--- config.mk ---
export PLATFORM = sky130hd
export DESIGN_NAME = h_dmux_dispatch_flat
export DESIGN_NICKNAME = d
export VERILOG_FILES = /design/src/rtl/h_dmux_dispatch_pkg.sv /design/src/rtl/h_dmux_dispatch_if.sv /design/src/rtl/h_dmux_dispatch_dmux4_way.sv /design/src/rtl/h_dmux_dispatch.sv /design/src/flat_wrapper.sv
export SDC_FILE = /design/constraint.sdc
export NUM_CORES = 1
export LEC_CHECK = 0
export BUFFER_PORTS_ARGS = -buffer_cell sky130_fd_sc_hd__buf_2
export CAP_MARGIN = 15
export CORE_ASPECT_RATIO = 0.8
export CORE_UTILIZATION = 43
export CTS_BUF_LIST = sky130_fd_sc_hd__clkbuf_16
export DETAILED_ROUTE_END_ITERATION = 12
export PLACE_DENSITY = 0.8
export SETUP_SLACK_MARGIN = 0.4
export SYNTH_ARGS = -nofsm -noshare
export SYNTH_HDL_FRONTEND = slang
export SYNTH_SLANG_ARGS = --single-unit
--- constraint.sdc ---
create_clock -name clk -period 1.9 [get_ports clk]
set_input_delay 0.095 -clock clk [delete_from_list [all_inputs] [get_ports clk]]
set_output_delay 0.095 -clock clk [all_outputs]
set_load 0.005 [all_outputs]
--- src/rtl/h_dmux_dispatch_pkg.sv ---
// Shared types and constants for the h_dmux_dispatch single-entry dispatcher.
// Also holds the 1:2 demux primitive the 4-way expander is built from.
package h_dispatch_pkg;

    typedef enum logic [0:0] {
        ST_IDLE = 1'b0,
        ST_HOLD = 1'b1
    } state_e;

    localparam int NDEST  = 4;
    localparam int DEST_W = 2;
    localparam int DROP_W = 8;
    localparam logic [DROP_W-1:0] DROP_MAX = 8'd255;

    // 1:2 demux: bit 1 carries en when sel is high, bit 0 when sel is low.
    function automatic logic [1:0] dmux2(input logic en, input logic sel);
        dmux2 = {en & sel, en & ~sel};
    endfunction

endpackage

--- src/rtl/h_dmux_dispatch_if.sv ---
// Producer/consumer handshake bundle for h_dmux_dispatch.
// master = the environment (producer and consumers), slave = the dispatcher.
interface h_dmux_dispatch_if #(
    parameter int WIDTH = 16
);
    logic             in_valid;
    logic             in_ready;
    logic [WIDTH-1:0] in_data;
    logic [1:0]       in_dest;
    logic [3:0]       out_valid;
    logic [3:0]       out_ready;
    logic [WIDTH-1:0] out_data;

    modport master (
        output in_valid, in_data, in_dest, out_ready,
        input  in_ready, out_valid, out_data
    );

    modport slave (
        input  in_valid, in_data, in_dest, out_ready,
        output in_ready, out_valid, out_data
    );
endinterface

--- src/rtl/h_dmux_dispatch_dmux4_way.sv ---
// One-hot expander of a single valid onto four consumers under a 2-bit select,
// built as a tree of 1:2 demux stages.
module h_dmux4_way
    import h_dispatch_pkg::*;
(
    input  logic              valid_i,
    input  logic [DEST_W-1:0] sel_i,
    output logic [NDEST-1:0]  valid_o
);
    logic [1:0] stage_s;

    // High select bit picks the pair, low select bit picks within the pair.
    always_comb begin
        stage_s      = dmux2(valid_i, sel_i[1]);
        valid_o[1:0] = dmux2(stage_s[0], sel_i[0]);
        valid_o[3:2] = dmux2(stage_s[1], sel_i[0]);
    end
endmodule

--- src/rtl/h_dmux_dispatch.sv ---
// Single-entry dispatcher routing one producer word to one of four consumers,
// dropping and counting words that wait too long. Option: H_DISPATCH_RR_EN.
module h_dmux_dispatch
    import h_dispatch_pkg::*;
#(
    parameter int WIDTH   = 16,
    parameter int TIMEOUT = 255
) (
    input  logic              clk,
    input  logic              reset,
    h_dmux_dispatch_if.slave  bus,
    output logic              busy,
    output logic [DROP_W-1:0] drop_cnt
);
    localparam logic               TO_EN   = (TIMEOUT != 0);
    localparam logic [DROP_W-1:0]  TO_LAST = (TIMEOUT == 0) ? 8'd0 : 8'(TIMEOUT - 1);

    state_e              state_q, state_d;
    logic [WIDTH-1:0]    data_q,  data_d;
    logic [DEST_W-1:0]   dest_q,  dest_d;
    logic [7:0]          wait_q,  wait_d;
    logic [DROP_W-1:0]   drop_q,  drop_d;
    logic                xfer_s;
    logic                expire_s;
    logic [DEST_W-1:0]   pick_s;

`ifdef H_DISPATCH_RR_EN
    logic [DEST_W-1:0]   rr_q, rr_d;
    logic [DEST_W-1:0]   unused_dest_s;

    assign unused_dest_s = bus.in_dest;
    assign pick_s        = rr_q;
`else
    assign pick_s        = bus.in_dest;
`endif

    // Next-state, capture, timeout and drop-count logic.
    always_comb begin
        state_d  = state_q;
        data_d   = data_q;
        dest_d   = dest_q;
        wait_d   = wait_q;
        drop_d   = drop_q;
`ifdef H_DISPATCH_RR_EN
        rr_d     = rr_q;
`endif
        xfer_s   = (state_q == ST_HOLD) && bus.out_ready[dest_q];
        expire_s = TO_EN && (wait_q == TO_LAST);

        case (state_q)
            ST_IDLE: begin
                if (bus.in_valid) begin
                    state_d = ST_HOLD;
                    data_d  = bus.in_data;
                    dest_d  = pick_s;
                    wait_d  = 8'd0;
                end else begin
                    state_d = ST_IDLE;
                end
            end
            ST_HOLD: begin
                // A transfer always wins over an expiring wait in the same cycle.
                if (xfer_s) begin
                    state_d = ST_IDLE;
`ifdef H_DISPATCH_RR_EN
                    rr_d    = rr_q + 2'd1;
`endif
                end else if (expire_s) begin
                    state_d = ST_IDLE;
                    drop_d  = (drop_q == DROP_MAX) ? DROP_MAX : drop_q + 8'd1;
`ifdef H_DISPATCH_RR_EN
                    rr_d    = rr_q + 2'd1;
`endif
                end else begin
                    wait_d  = wait_q + 8'd1;
                end
            end
            default: begin
                state_d = ST_IDLE;
            end
        endcase
    end

    // State and datapath registers with synchronous reset.
    always_ff @(posedge clk) begin
        if (reset) begin
            state_q <= ST_IDLE;
            data_q  <= '0;
            dest_q  <= '0;
            wait_q  <= 8'd0;
            drop_q  <= 8'd0;
`ifdef H_DISPATCH_RR_EN
            rr_q    <= 2'd0;
`endif
        end else begin
            state_q <= state_d;
            data_q  <= data_d;
            dest_q  <= dest_d;
            wait_q  <= wait_d;
            drop_q  <= drop_d;
`ifdef H_DISPATCH_RR_EN
            rr_q    <= rr_d;
`endif
        end
    end

    assign bus.in_ready = (state_q == ST_IDLE);
    assign busy         = (state_q == ST_HOLD);
    assign bus.out_data = data_q;
    assign drop_cnt     = drop_q;

    h_dmux4_way u_dmux4 (
        .valid_i (state_q == ST_HOLD),
        .sel_i   (dest_q),
        .valid_o (bus.out_valid)
    );
endmodule

--- src/flat_wrapper.sv ---
// flat-port wrapper written by rule: the top's interface ports become plain ports
module h_dmux_dispatch_flat import h_dispatch_pkg::*;
#(
    parameter int WIDTH   = 16,
    parameter int TIMEOUT = 255
)
  (clk, reset, busy, drop_cnt, bus_in_valid, bus_in_data, bus_in_dest, bus_out_ready, bus_in_ready, bus_out_valid, bus_out_data);
  h_dmux_dispatch_if #(.WIDTH(WIDTH)) bus_i ();
  input  logic clk;
  input  logic reset;
  output logic busy;
  output logic [DROP_W-1:0] drop_cnt;
  input wire logic [$bits(bus_i.in_valid)-1:0] bus_in_valid;
  input wire logic [$bits(bus_i.in_data)-1:0] bus_in_data;
  input wire logic [$bits(bus_i.in_dest)-1:0] bus_in_dest;
  input wire logic [$bits(bus_i.out_ready)-1:0] bus_out_ready;
  output wire logic [$bits(bus_i.in_ready)-1:0] bus_in_ready;
  output wire logic [$bits(bus_i.out_valid)-1:0] bus_out_valid;
  output wire logic [$bits(bus_i.out_data)-1:0] bus_out_data;
  assign bus_i.in_valid = bus_in_valid;
  assign bus_i.in_data = bus_in_data;
  assign bus_i.in_dest = bus_in_dest;
  assign bus_i.out_ready = bus_out_ready;
  assign bus_in_ready = bus_i.in_ready;
  assign bus_out_valid = bus_i.out_valid;
  assign bus_out_data = bus_i.out_data;
  h_dmux_dispatch #(.WIDTH(WIDTH), .TIMEOUT(TIMEOUT)) u_core (.clk(clk), .reset(reset), .bus(bus_i), .busy(busy), .drop_cnt(drop_cnt));
endmodule
Yosys cells after proc, flatten, opt, wreduce, memory -nomap -nowiden

Index checks and enable logic that the tools add are counted.

Add/subtract/negate cells: 2
$lt $le $gt $ge: 1
Equal/unequal tests: 5
Mux-type cells: 11
Bitwise operators: 10
Reduce and logical (&&, ||, !) cells: 4

Operators by type and width:

| operator            | number |
|---|---|
| $mux 8              | 4 |
| $add 8x1->8 const B | 2 |
| $eq 8x8->1 const B  | 2 |
| $pmux 8 s2          | 1 |
| $and 1x1->1         | 6 |
| $ne 2x2->1 const B  | 3 |
| $reduce_and 3->1    | 2 |
| $mux 1              | 4 |
| $not 1->1           | 4 |
| $lt 2x3->1 const B  | 1 |
| $bmux 1 s2          | 1 |
| $pmux 1 s2          | 1 |
| $reduce_and 2->1    | 1 |
| $logic_and 1x1->1   | 1 |

Register bits after elaboration: 35
Input port bits: 25
Output and inout port bits: 30
Logic and storage cells: 38

Longest topological paths before layout

Gate-level depths: netlist of the first run.

Word-level depth: 5
Depth in mapped cells: 7
Mapped depth without buffers: 6

Cells and area by module

Synthesis of the first run repeated with hierarchy kept, for this count alone.

Cells, all modules: 209
Area total of the unflattened synthesis: 1680.4 µm²

By module, submodules not included:

| module          | instances | cells each | area each (µm²) | seq. area each (µm²) |
|---|---|---|---|---|
| h_dmux_dispatch | 1         | 205        | 1642.8          | 700.7 |
| h_dmux4_way     | 1         | 4          | 37.5            | 0.0 |

Worst setup path after synthesis of the first run

No wires, ideal clock.

Kind: register to register
Start point: register u_core.dest_q[0]
End point: register u_core.wait_q[5]
Data arrival time: 1.840 ns
Data required time: 1.830 ns
Slack: -0.010 ns
Stages on the path, launching flop included: 5
Period minus slack after synthesis: 1.910 ns
Cells stage by stage: dfxtp_1 -> mux4_2 -> a211o_1 -> or4_1 -> a21oi_1

Word-level cells in the longest chain between the ends: 5

RTL lines:

| what                         | RTL line              | RTL |
|---|---|---|
| start: declaration           | h_dmux_dispatch.sv:20 | `logic [DEST_W-1:0] dest_q, dest_d;` |
| start signal: assignment     | h_dmux_dispatch.sv:98 | `dest_q <= dest_d;` |
| $bmux 1 s2                   | h_dmux_dispatch.sv:47 | `xfer_s = (state_q == ST_HOLD) && bus.out_ready[dest_q];` |
| $mux 1 (not written as such) | h_dmux_dispatch.sv:47 |  |
| $logic_and 1x1->1            | h_dmux_dispatch.sv:47 |  |
| $ne 2x2->1 (no line)         | -                     |  |
| $reduce_and 3->1 (no line)   | -                     |  |
| end signal: assignment       | h_dmux_dispatch.sv:99 | `wait_q <= wait_d;` |
| end: declaration             | h_dmux_dispatch.sv:21 | `logic [7:0] wait_q, wait_d;` |

Every way passes these cells. The select of a mux whose other input is x is not followed.
A chain may end at the register's enable or synchronous reset.

Worst setup path in the final report of the first run

Ends and elaborated chain as after synthesis.

==> out/results.txt, run 1 <==
worst hold slack = 0.05376 ns
flop-to-flop setup slack = -0.02 ns
Sw Ratio = 21.51%
Peak Freq = 0.5208 GHz
Flop pwr share = 42.1%
WP buf/inv = 0
vias per cell = 5.390
most common cell after layout, fill and taps aside = buf_2
core area = 3198 sq um
PnR worst setup slack = -0.02004 ns
die area = 3718 sq um
crit-path max FO = 5
uppermost layer routed = met4
VDD IR max = 0.0005397 V
met3 WL post-DR = 225 um
mapped cell area = 1495 sq um
DRC = 0
largest net degree at the start of global routing = 31
outcome = complete, but fails checks
Detailed Route Iter0 Violations = 73
Hold Vio Cnt, Final = 0
clock transition at the registers of the reported paths = 0.05 ns
Worst Max-Slew Pin Slew = 0.6278 ns
most frequent cells in the layout = 54 x buf_2, 39 x nand2_1, 31 x dfxtp_1, 24 x a21oi_1
P&R area growth vs syn = 46.11%
Met1 Routed Length = 1801 um
delay-heaviest family, CP = multiplexers
CTS tree = done
Syn Nets = 208
vias = 1520
area occupied by multi-input gates = 883.3 sq um
fin cells = 282
worst r2r path cells = 4
GPL Wtd Cong = 0.8271
WHS Path Cells = 3
CP max stage cell = mux4_2
CTS H-Tree Depth = 2
Pre-antenna DRT Iters = 4
Int Pwr = 0.001451 W
Layout fillers = 272
nets@finish = 270
syn avg cell area = 8.307 sq um
register area share after synthesis = 46.86%
Worst slew margin = 58.15%
Post-CTS Hold Buffers = 0
min cycle time layout = 1.920 ns
pwr/cell area = 846.4 nW/um^2
IO Port Bufs = 54
routed len/inst = 14.16 um
Yosys cell types = 33
share of cells above drive strength 1 = 42.15%
HP Class = input port to register
register area = 705.7 sq um
Worst Setup End Kind = register
Worst EP required = 2.09 ns
synth warn = 0
Setup Crit Path Kind = register to register
crit-path cells = mux4_2 -> a211o_4 -> or4_1 -> a21oi_1
CP startpoint kind = register
hold path endpoint = u_core.bus.out_data[9]
Skew-Pair Late Insertion Delay = 0.27 ns
slowest stage delay, CP = 0.54 ns
initial antenna violation count = 0
Worst path depth = 4
Horiz. Die Dim = 67.93 um
Critical Path AT = 2.11 ns
setup TNS = -0.02004 ns
combinational share of power = 9.1%
clock network fraction of total power = 48.8%
Overall Global Routing Usage = 21.49%
worst hold path startpoint = bus_in_data[9]
dominant cell type by area after synthesis = dfxtp_1
Psw = 0.0003978 W
chip height = 54.74 um
fin crit share = 101.1%
antenna violation net count after detailed routing = 0
Slew Viols, Final = 0
Pleak = 0.9133 nW
violations in the final reports = negative setup slack
dpl cells = 273
total global routing overflow = 0
drt total wl = 3993 um
clk buf depth = 2
DP HPWL = 2402 um
met2 routed WL = 1955 um
# clock sinks = 35
antenna cells = 0
final setup fails = 1
RR Endpoint = u_core.wait_q[5]
post-synthesis instance total = 180
initial core utilization = 46.75%
first-pass GRT wire length = 5899 um
vias in the first global route = 1344
Num CTS Buffers = 5
Max-Cap Viols = 0
flops & latches, synth = 35
share of the synthesized area in the top cell type = 46.86%
Reg2Reg Launch Point = u_core.dest_q[0]
clock skew = 0.004070 ns
largest cells by area after synthesis = dfxtp_1 47%, nand2_1 10%, a21oi_1 9.4%
clk root buf = clkbuf_16
RSZ-0062 raised after global routing = true
# rows = 18
num ports = 55
[worst min-delay path, delay by kind of cell]
family / cells / cell delay [ns]
compound gates: 1 / 0.05
buf+inv: 1 / 0.09
simple gates: 1 / 0.04
[state kept, by name, summed over array words and instances, names as in the netlist]
name and flops:
u_core.bus.out_data 16, u_core.drop_cnt 8, u_core.dest_q 2, u_core.busy 1
u_core.wait_q 8
[cell families after synthesis]
| logic type | Yosys count | share of synthesized area [%] |
|---|---|---|
| AO/OA/AOI/OAI | 48 | 19.25 |
| XOR/XNOR | 1 | 0.5859 |
| adder cells (fa/ha/maj) | 3 | 2.511 |
| buffers and inverters | 14 | 3.682 |
| flip-flops | 35 | 46.86 |
| multiplexers | 1 | 1.506 |
| AND/OR/NAND/NOR | 78 | 25.61 |
[power groups by stage]
stage          Clock, W  Sequential [W]  Combinational (W)
3_5_place_dp          0        0.000792           0.000152
6_report       0.000903        0.000778           0.000168
2_1_floorplan         0        0.000794          0.0000751
5_1_grt        0.000935        0.000781           0.000188
4_1_cts        0.000909        0.000777           0.000161
3_3_place_gp          0        0.000791           0.000150
[timing repair]
item / in CTS / in global routing
buffers inserted: 2 / 0
pin swaps: 10 / 11
setup endpoints to repair: 18 / 20
resized for setup: 17 / 22
[cell usage after synthesis]
library cell	count
nand2b_1	2
nand4_1	2
nor2_1	7
a211o_1	1
o21ai_0	4
o31ai_1	4
inv_1	5
nand3_1	5
ha_1	3
xnor2_1	1
a311oi_1	3
a31oi_1	1
and4b_1	1
and3_1	4
a211oi_1	4
mux4_2	1
nor2b_1	2
and4_1	2
nor4b_2	1
nor3b_1	1
buf_1	1
nor4bb_1	1
or4_1	2
buf_2	2
dfxtp_1	35
or3_1	4
a221oi_1	1
clkbuf_1	6
nor3_1	3
a21oi_1	28
nand2_1	41
o31a_1	1
a41oi_1	1
[layer usage]
layer / track usage, % / vias up
met4: 7.292 / 0
met1: 27.13 / 707
met3: 6.667 / 2
met5: 0 / -
li1: - / 770
met2: 34.80 / 41
[cell type report]
cell class / count / share of cell area (%)
inverters: 5 / 0.8591
clock buffers: 5 / 5.727
multi-input cells: 131 / 40.44
clock inverters: 2 / 1.718
repair buffers: 64 / 16.67
well taps: 40 / 2.291
flip-flops and latches: 35 / 32.30
[worst max path at each step]
stage	start	slack, ns	to
floorplan	u_core.dest_q[0]	0.1	u_core.wait_q[5]
global placement	u_core.dest_q[0]	0.10	u_core.wait_q[2]
detailed placement	u_core.dest_q[0]	0.08	u_core.wait_q[2]
CTS	u_core.dest_q[0]	0.07	u_core.wait_q[7]
global route	u_core.dest_q[0]	-0.04	u_core.wait_q[5]
finish	u_core.dest_q[0]	-0.02	u_core.wait_q[5]
[stage by stage]
stage / worst slack [ns] / utilization, % / cell area (sq um) / total power [W]
after floorplan: 0.09839 / - / 1501 / 0.0008690
after global placement: 0.1022 / 57.55 / 1841 / 0.0009416
after detailed placement: 0.07745 / 57.55 / 1841 / 0.0009445
after CTS: 0.06878 / 65.49 / 2095 / 0.001847
after global routing: -0.04223 / 68.31 / 2185 / 0.001904
final: -0.02004 / 68.31 / 2185 / 0.001849
No activity file was read; power rests on OpenSTA's default activity.
==> run 2: changes to the inputs <==
--- a/config.mk
+++ b/config.mk
@@ -8,10 +8,10 @@
 export BUFFER_PORTS_ARGS = -buffer_cell sky130_fd_sc_hd__buf_2
 export CAP_MARGIN = 15
 export CORE_ASPECT_RATIO = 0.8
-export CORE_UTILIZATION = 43
+export CORE_UTILIZATION = 50
 export CTS_BUF_LIST = sky130_fd_sc_hd__clkbuf_16
 export DETAILED_ROUTE_END_ITERATION = 12
-export PLACE_DENSITY = 0.8
+export PLACE_DENSITY = 0.87
 export SETUP_SLACK_MARGIN = 0.4
 export SYNTH_ARGS = -nofsm -noshare
 export SYNTH_HDL_FRONTEND = slang
==> constraint.sdc (replaced) <==
create_clock -name clk -period 2.3 [get_ports clk]
set_input_delay 0.115 -clock clk [delete_from_list [all_inputs] [get_ports clk]]
set_output_delay 0.115 -clock clk [all_outputs]
set_load 0.005 [all_outputs]
==> run 2 against run 1 <==
- the flow now finishes without violations
- combinational power down 18%
- clock skew down 0.0010 ns
- via count up 1.8%
- total power down 17%
- critical endpoint is now u_core.wait_q[1]
- die area down 14%
- non-clock buffer count up 3
- maximum frequency up 1.6%
- register-to-register slack better by 0.43 ns
- global-route usage up 2.5 points
- sequential power down 17%
==> out/results.txt, run 2 (synthesis results as in run 1) <==
slowest stage delay, CP = 0.52 ns (was 0.54 ns)
crit-path cells = mux4_2 -> a211o_4 -> buf_4 -> or3_4 -> a21oi_2 (was mux4_2 -> a211o_4 -> or4_1 -> a21oi_1)
fin crit share = 82.16% (was 101.1%)
clk buf depth = 2 (unchanged)
RSZ-0062 raised after global routing = true (unchanged)
clock transition at the registers of the reported paths = 0.05 ns (about the same)
Overall Global Routing Usage = 23.96% (was 21.49%)
CTS tree = done (unchanged)
outcome = completed (was complete, but fails checks)
IO Port Bufs = 54 (unchanged)
first-pass GRT wire length = 5830 um (was 5899 um)
Peak Freq = 0.5292 GHz (was 0.5208 GHz)
Pleak = 0.9071 nW (was 0.9133 nW)
CP startpoint kind = register (unchanged)
total global routing overflow = 0 (unchanged)
Worst Max-Slew Pin Slew = 0.5349 ns (was 0.6278 ns)
most frequent cells in the layout = 54 x buf_2, 41 x nand2_1, 33 x dfxtp_1, 24 x a21oi_1, 12 x buf_4 (was 54 x buf_2, 39 x nand2_1, 31 x dfxtp_1, 24 x a21oi_1)
Num CTS Buffers = 5 (unchanged)
antenna cells = 0 (unchanged)
DRC = 0 (unchanged)
Horiz. Die Dim = 63.14 um (was 67.93 um)
setup TNS = 0 ns (was -0.02004 ns)
Pre-antenna DRT Iters = 4 (unchanged)
pwr/cell area = 722.4 nW/um^2 (was 846.4 nW/um^2)
DP HPWL = 2232 um (was 2402 um)
Slew Viols, Final = 0 (unchanged)
Max-Cap Viols = 0 (unchanged)
clk root buf = clkbuf_16 (unchanged)
antenna violation net count after detailed routing = 0 (unchanged)
chip height = 50.91 um (was 54.74 um)
initial antenna violation count = 0 (unchanged)
Setup Crit Path Kind = register to register (unchanged)
Hold Vio Cnt, Final = 0 (unchanged)
drt total wl = 3771 um (was 3993 um)
core area = 2808 sq um (was 3198 sq um)
Worst slew margin = 64.34% (was 58.15%)
largest net degree at the start of global routing = 31 (unchanged)
Skew-Pair Late Insertion Delay = 0.28 ns (was 0.27 ns)
VDD IR max = 0.0004997 V (was 0.0005397 V)
dpl cells = 266 (was 273)
fin cells = 283 (was 282)
crit-path max FO = 7 (was 5)
max reg flops = 16 (unchanged)
Worst Setup End Kind = register (unchanged)
# clock sinks = 35 (unchanged)
routed len/inst = 13.33 um (was 14.16 um)
clock skew = 0.003054 ns (was 0.004070 ns)
CP max stage cell = mux4_2 (unchanged)
vias in the first global route = 1358 (was 1344)
min cycle time layout = 1.890 ns (was 1.920 ns)
Worst EP required = 2.51 ns (was 2.09 ns)
worst r2r path cells = 5 (was 4)
Detailed Route Iter0 Violations = 129 (was 73)
final setup fails = 0 (was 1)
CTS H-Tree Depth = 2 (unchanged)
share of cells above drive strength 1 = 36.73% (was 42.15%)
Post-CTS Hold Buffers = 0 (unchanged)
die area = 3214 sq um (was 3718 sq um)
P&R area growth vs syn = 41.51% (was 46.11%)
Critical Path AT = 2.10 ns (was 2.11 ns)
vias = 1548 (was 1520)
most common cell after layout, fill and taps aside = buf_2 (unchanged)
HP Class = input port to register (unchanged)
nets@finish = 273 (was 270)
num ports = 55 (unchanged)
WHS Path Cells = 3 (unchanged)
initial core utilization = 53.25% (was 46.75%)
GPL Wtd Cong = 0.7984 (was 0.8271)
# rows = 17 (was 18)
vias per cell = 5.470 (was 5.390)
-- run 2: cell count changes in the layout (fill, tap and decap cells not counted), moves of 2 or more --
cell / previous run / this run
buf_4: 5 / 12
buf_6: 5 / 1
a211oi_1: 1 / 4
a211oi_2: 3 / 0
dfxtp_2: 4 / 1
a311oi_1: 1 / 3
a311oi_2: 2 / 0
dfxtp_1: 31 / 33
nand2_1: 39 / 41
nand2_2: 2 / 0
nor2_1: 5 / 7
or4_1: 2 / 0
or4_4: 0 / 2
-- run 2: final timing paths --
| check | start | to | slack, ns |
|---|---|---|---|
| max | u_core.dest_q[0] | u_core.wait_q[1] | 0.41 |
| min | bus_in_dest[0] | u_core.dest_q[0] | 0.06 |
| max reg2reg | u_core.dest_q[0] | u_core.wait_q[1] | 0.41 |
| min reg2reg | u_core.bus.out_data[0] | u_core.bus.out_data[0] | 0.45 |
-- run 2: power breakdown --
group	switching, W	internal (W)
sequential	0.0000138	0.000628
combinational	0.0000725	0.0000651
clock	0.000245	0.000504
total	0.000331	0.00120
-- run 2: through the flow --
step                      setup slack, ns  total power (W)  utilization [%]  hold slack [ns]  cell area [sq um]
final                              0.4103         0.001529            75.36          0.06414               2116
after CTS                          0.3829         0.001526            72.01          0.06520               2022
after detailed placement           0.1883        0.0007723            64.08           0.3612               1799
after global routing               0.3439         0.001576            75.36          0.07610               2116
after global placement             0.2388        0.0007702            64.08           0.3573               1799
after floorplan                    0.4323        0.0007170                -           0.2510               1495
-- run 2: cell type report --
cell class	instances	area, sq um
clock buffers	5	125.1
clock inverters	2	37.54
flip-flops and latches	35	705.7
fillers	215	691.9
inverters	5	18.77
repair buffers	67	371.6
multi-input cells	131	809.5
well taps	38	47.55
-- run 2: worst max-delay path: cells and delay by family (launching register included) --
| kind | cells | cell delay (ns) |
|---|---|---|
| compound gates | 2 | 0.46 |
| simple gates | 1 | 0.33 |
| mux | 1 | 0.52 |
| buf+inv | 1 | 0.16 |
| flops | 1 | 0.35 |
-- run 2: layer usage --
layer	up-vias	track usage [%]	share of wire (%)
met5	-	0	0
met4	0	12.79	2.1
met3	10	9.375	6.9
met2	64	38.35	46
met1	701	27.74	45
li1	773	-	-
-- run 2: what timing repair did --
item / in CTS / in global routing
buffers inserted: 6 / 4
gates resized for setup: 7 / 14
setup endpoints to repair: 12 / 12
pin swaps: 3 / 6
